[config.mk]
export PLATFORM = sky130hd
export DESIGN_NAME = gpio_port_ctrl
export DESIGN_NICKNAME = d
export VERILOG_FILES = /design/src/rtl/gpio_port_ctrl.sv
export SDC_FILE = /design/constraint.sdc
export NUM_CORES = 1
export LEC_CHECK = 0
export BUFFER_PORTS_ARGS = -buffer_cell sky130_fd_sc_hd__buf_2
export CAP_MARGIN = 20
export CORE_MARGIN = 1.5
export CORE_UTILIZATION = 50
export DETAILED_ROUTE_END_ITERATION = 6
export PLACE_DENSITY = 0.7
export SYNTH_ARGS = -nofsm -noshare
export SYNTH_HDL_FRONTEND = slang
export SYNTH_SLANG_ARGS = --single-unit
[constraint.sdc]
create_clock -name i_pad_clk -period 4.25 [get_ports i_pad_clk]
set_input_delay 0.425 -clock i_pad_clk [delete_from_list [all_inputs] [get_ports i_pad_clk]]
set_output_delay 0.425 -clock i_pad_clk [all_outputs]
set_load 0.02 [all_outputs]
[src/rtl/gpio_port_ctrl.sv]
// GPIO port controller: per-bit direction/data registers, 2-flop input
// synchroniser, optional tick-sampled debounce and per-bit edge/level
// interrupts behind a single-cycle register interface.
module gpio_port_ctrl #(
  parameter int GPIO_W = 8,
  parameter int DB_DIV = 16
) (
  input  logic              i_pad_clk,
  input  logic              i_pad_rst_b,
  input  logic              i_reg_sel,
  input  logic              i_reg_wr,
  input  logic [2:0]        i_reg_addr,
  input  logic [GPIO_W-1:0] i_reg_wdata,
  output logic [GPIO_W-1:0] o_reg_rdata,
  input  logic [GPIO_W-1:0] i_gpio_in,
  output logic [GPIO_W-1:0] o_gpio_out,
  output logic [GPIO_W-1:0] o_gpio_oe,
  output logic [GPIO_W-1:0] o_gpio_intr,
  output logic              o_gpio_intr_any
);

  localparam int CNT_W = (DB_DIV > 1) ? $clog2(DB_DIV) : 1;
  localparam logic [CNT_W-1:0] CNT_MAX = CNT_W'(DB_DIV - 1);

  localparam logic [2:0] A_DR      = 3'd0;
  localparam logic [2:0] A_DDR     = 3'd1;
  localparam logic [2:0] A_EXT     = 3'd2;
  localparam logic [2:0] A_INTEN   = 3'd3;
  localparam logic [2:0] A_INTTYPE = 3'd4;
  localparam logic [2:0] A_INTPOL  = 3'd5;
  localparam logic [2:0] A_INTSTAT = 3'd6;
  localparam logic [2:0] A_DEBEN   = 3'd7;

  logic [GPIO_W-1:0] dr_q, dr_d, ddr_q, ddr_d;
  logic [GPIO_W-1:0] inten_q, inten_d, inttype_q, inttype_d;
  logic [GPIO_W-1:0] intpol_q, intpol_d, intstat_q, intstat_d;
  logic [GPIO_W-1:0] deben_q, deben_d, rdata_q, rdata_d;
  logic [GPIO_W-1:0] sync1_q, sync1_d, sync2_q, sync2_d;
  logic [GPIO_W-1:0] h1_q, h1_d, h0_q, h0_d;
  logic [GPIO_W-1:0] filt_q, filt_d, prev_q, prev_d;
  logic [CNT_W-1:0]  cnt_q, cnt_d;

  logic              wr_en, rd_en, tick;
  logic [GPIO_W-1:0] stable, rise, fall, edge_ev, lvl_ev, ev, w1c;

  assign wr_en = i_reg_sel & i_reg_wr;
  assign rd_en = i_reg_sel & ~i_reg_wr;

  // Software-writable configuration registers; EXT and INTSTAT are not plain-written here.
  always_comb begin
    dr_d      = dr_q;
    ddr_d     = ddr_q;
    inten_d   = inten_q;
    inttype_d = inttype_q;
    intpol_d  = intpol_q;
    deben_d   = deben_q;
    if (wr_en) begin
      case (i_reg_addr)
        A_DR:      dr_d      = i_reg_wdata;
        A_DDR:     ddr_d     = i_reg_wdata;
        A_INTEN:   inten_d   = i_reg_wdata;
        A_INTTYPE: inttype_d = i_reg_wdata;
        A_INTPOL:  intpol_d  = i_reg_wdata;
        A_DEBEN:   deben_d   = i_reg_wdata;
        default:   ;
      endcase
    end
  end

  // Input path: synchroniser, debounce prescaler, tick-sampled history and filter.
  always_comb begin
    tick    = (cnt_q == CNT_MAX);
    cnt_d   = tick ? '0 : cnt_q + CNT_W'(1);
    sync1_d = i_gpio_in;
    sync2_d = sync1_q;
    h1_d    = tick ? sync2_q : h1_q;
    h0_d    = tick ? h1_q : h0_q;
    stable  = ~(sync2_q ^ h1_q) & ~(h1_q ^ h0_q);
    // Debounced bits only move on a tick with three agreeing samples.
    filt_d  = (~deben_q & sync2_q) |
              (deben_q & (tick ? ((stable & sync2_q) | (~stable & filt_q)) : filt_q));
    prev_d  = filt_q;
  end

  // Interrupt status: event sets, W1C clears, set wins a same-cycle collision.
  always_comb begin
    rise      = filt_q & ~prev_q;
    fall      = ~filt_q & prev_q;
    edge_ev   = (intpol_q & rise) | (~intpol_q & fall);
    lvl_ev    = ~(filt_q ^ intpol_q);
    ev        = (inttype_q & edge_ev) | (~inttype_q & lvl_ev);
    w1c       = (wr_en && (i_reg_addr == A_INTSTAT)) ? i_reg_wdata : '0;
    intstat_d = (inten_q & ev) | (intstat_q & ~w1c);
  end

  // Read mux returns the value each register holds after the read edge.
  always_comb begin
    rdata_d = rdata_q;
    if (rd_en) begin
      case (i_reg_addr)
        A_DR:      rdata_d = dr_d;
        A_DDR:     rdata_d = ddr_d;
        A_EXT:     rdata_d = filt_d;
        A_INTEN:   rdata_d = inten_d;
        A_INTTYPE: rdata_d = inttype_d;
        A_INTPOL:  rdata_d = intpol_d;
        A_INTSTAT: rdata_d = intstat_d;
        default:   rdata_d = deben_d;
      endcase
    end
  end

  // State register bank; asynchronous reset clears everything at once.
  always_ff @(posedge i_pad_clk or negedge i_pad_rst_b) begin
    if (!i_pad_rst_b) begin
      dr_q      <= '0;
      ddr_q     <= '0;
      inten_q   <= '0;
      inttype_q <= '0;
      intpol_q  <= '0;
      intstat_q <= '0;
      deben_q   <= '0;
      rdata_q   <= '0;
      sync1_q   <= '0;
      sync2_q   <= '0;
      h1_q      <= '0;
      h0_q      <= '0;
      filt_q    <= '0;
      prev_q    <= '0;
      cnt_q     <= '0;
    end else begin
      dr_q      <= dr_d;
      ddr_q     <= ddr_d;
      inten_q   <= inten_d;
      inttype_q <= inttype_d;
      intpol_q  <= intpol_d;
      intstat_q <= intstat_d;
      deben_q   <= deben_d;
      rdata_q   <= rdata_d;
      sync1_q   <= sync1_d;
      sync2_q   <= sync2_d;
      h1_q      <= h1_d;
      h0_q      <= h0_d;
      filt_q    <= filt_d;
      prev_q    <= prev_d;
      cnt_q     <= cnt_d;
    end
  end

  assign o_reg_rdata     = rdata_q;
  assign o_gpio_out      = dr_q;
  assign o_gpio_oe       = ddr_q;
  assign o_gpio_intr     = intstat_q & inten_q;
  assign o_gpio_intr_any = |o_gpio_intr;

endmodule

==> impl_metrics.json <==
{
  "coreArea_um2": 10320,
  "finalCriticalPeriod_ps": 2783,
  "finalWeightedCongestion": 0.8742,
  "hold_path.class": "input port to asynchronous set/reset pin",
  "period_share_pct": 65.48,
  "drive_gt1_share_pct": 26.47,
  "clkTransAtPathRegs_ps": 60,
  "max_freq_mhz": 359.3,
  "outcome": "finished, final reports clean",
  "rows": 37,
  "diodes": 0,
  "detail_route.drc_violations": 0,
  "wl_per_cell_um": 18.89,
  "maxSlewViolCount": 0,
  "grt_pass1_vias": 3935,
  "ir_drop_mv": 0.3463,
  "worst_pin_slew_ps": 921.3,
  "synth_fp_nets": 509,
  "die_w_um": 106.1,
  "route.top_layer_used": "met4",
  "wirelength_met1_mm": 5.881,
  "gr-usage-all-layers_pct": 24.92,
  "drtPass1Iterations": 5,
  "yosys_most_used_dff": "dfrtp_1",
  "cts_tree": "done",
  "synthArstFlopShare_pct": 100.0,
  "hpwl_mm": 8.797,
  "final_cell_mix": "dfrtp_1, nand2_1, buf_2, mux2_2, o21ai_0",
  "ant_nets": 0,
  "finalNonFillerCells": 699,
  "end_kind": "output port",
  "rsz0062_at_grt": "no",
  "met3_length_um": 902,
  "root_buffer": "clkbuf_8",
  "wl_met2_mm": 6.199,
  "syn2layout_area_growth_pct": 19.42,
  "startpoint_type": "flop",
  "grt_pass1_wl_mm": 21.03,
  "ctsResizeCount": 0,
  "drt_wl_total_mm": 13.21,
  "vias_per_cell": 5.970,
  "synthCells": 485,
  "ys_top_cells_by_area": "dfrtp_1, mux2_2, nand2_1",
  "synth.avg_cell_area_um2": 10.96,
  "utilization_pct": 61.50,
  "synth_top_area_share_pct": 54.60,
  "initial_core_util_pct": 51.50,
  "worstPathRequired_ps": 3830,
  "h-tree-depth": 4,
  "dpl.cell_count": 661,
  "synth_cell_types": 57,
  "pin_count": 56,
  "grt_overflow": 0,
  "synth_edf_count": 0,
  "power.density_nw_per_um2": 568.7,
  "cts.sinks": 116,
  "cap_violations": 0,
  "final_nets": 574,
  "fin_tns_setup_ps": 0,
  "ys_ff_latch": 116,
  "r2r_slack_ps": 1890,
  "yosys_warnings": 0,
  "cp.arrival_ps": 2360,
  "antenna_found_initial": 0,
  "die_height_um": 106.1,
  "p_leak_nw": 2.737,
  "slew_headroom_pct": 38.46,
  "cts_buffers": 17,
  "setup_violations": 0,
  "dr.first_iter.drc_count": 275,
  "critPathKind": "flop to output port",
  "ys_seq_area_share_pct": 54.60,
  "final_common_cell": "dfrtp_1",
  "syn_area_um2": 5316,
  "num_vias": 4173,
  "holdWs_ps": 1.670,
  "grt_max_degree": 69,
  "rr_startpoint": "cnt_q[0]$_DFF_PN0_",
  "r2r_end": "o_reg_rdata[0]$_DFFE_PN0P_",
  "clock_latency_ps": 530,
  "yosys.area.top_type": "dfrtp_1",
  "worstRegToRegCells": 6,
  "worstPathMaxFanout": 3,
  "hold_viol": 0,
  "die-area_um2": 11260,
  "cts.path.max_buffers": 2,
  "setup_ws_ps": 1467,
  "pre_cts_ws_ps": 1770,
  "port_buffers": 55,
  "fin_skew_ps": 8.415
}
-- critical path, cell delays in order, from the launching register on --
cell and delay (ps):
dfrtp_1 420, and2_4 160, or4_1 600, or4_1 490
buf_2 170
-- worst max path at each step --
stage	start	end	slack, ps	cells after the start
after floorplan	intstat_q[0]$_DFF_PN0_	o_gpio_intr_any	2180	3
after global placement	i_reg_addr[2]	deben_q[5]$_DFF_PN0_	1880	4
after detailed placement	i_reg_addr[2]	deben_q[3]$_DFF_PN0_	1770	4
after CTS	intstat_q[0]$_DFF_PN0_	o_gpio_intr_any	1460	4
after global routing	inten_q[2]$_DFF_PN0_	o_gpio_intr_any	1420	4
final	inten_q[2]$_DFF_PN0_	o_gpio_intr_any	1470	4
-- synthesized netlist by cell type (4+ instances only) --
cell,number
a211oi_1,5
a21boi_0,4
a21oi_1,10
a22oi_1,4
a31oi_1,10
a32o_1,9
and2_1,8
buf_2,12
clkbuf_1,4
dfrtp_1,116
inv_1,10
mux2_2,41
mux2i_1,4
nand2_1,100
nand2b_1,5
nand3_1,13
nand4_1,4
nor2_1,8
nor3_1,5
nor3_2,4
o211ai_1,8
o21ai_0,20
o22ai_1,9
o32a_1,4
or3_1,5
xnor2_1,10
-- cells by family (layout without fill, tap and decap cells) --
kind of cell	after synthesis	after routing	share of synthesized area, %
simple gates	175	175	16.19
flops	116	116	54.60
compound gates	104	104	14.50
mux	45	45	9.437
buf+inv	31	109	2.895
xor+xnor	13	13	2.142
fa+ha+maj	1	1	0.2353
-- state kept, by name (all words and copies together) (netlist names) --
register / cells
deben_q: 8
filt_q: 8
h0_q: 8
h1_q: 8
inten_q: 8
intpol_q: 8
intstat_q: 8
inttype_q: 8
o_gpio_oe: 8
o_gpio_out: 8
o_reg_rdata: 8
prev_q: 8
sync1_q: 8
sync2_q: 8
cnt_q: 4
-- stage by stage --
step / instance area (um^2) / total power, mW
detailed placement: 5689 / 2.176
global route: 6349 / 3.757
floorplan: 5316 / 1.923
global placement: 5689 / 2.147
finish: 6349 / 3.611
CTS: 6319 / 3.619
-- power by group --
| part | total [mW] | switching (mW) | internal (mW) |
|---|---|---|---|
| clock network | 1.44 | 0.518 | 0.924 |
| logic | 0.667 | 0.360 | 0.308 |
| registers | 1.50 | 0.201 | 1.30 |
| total | 3.61 | 1.08 | 2.53 |
-- repair_timing --
action	4_1_cts	5_1_grt
hold buffers	3	3
setup buffers	0	0
endpoints found under the hold margin	3	3
-- metal layers --
layer / up-vias / track usage (%)
li1: 1888 / -
met4: 0 / 10.23
met3: 23 / 6.744
met1: 2082 / 34.22
met2: 180 / 37.51
met5: - / 0
-- layout make-up --
class,count,area [um^2]
Timing Repair Buffer,66,375.4
Fill cell,835,3975
Tap cell,136,170.2
Clock buffer,20,445.4
Multi-Input combinational cell,338,2260
Inverter,11,41.29
Clock inverter,12,153.9
Sequential cell,116,2903
Power figures use the tool's default switching activity.
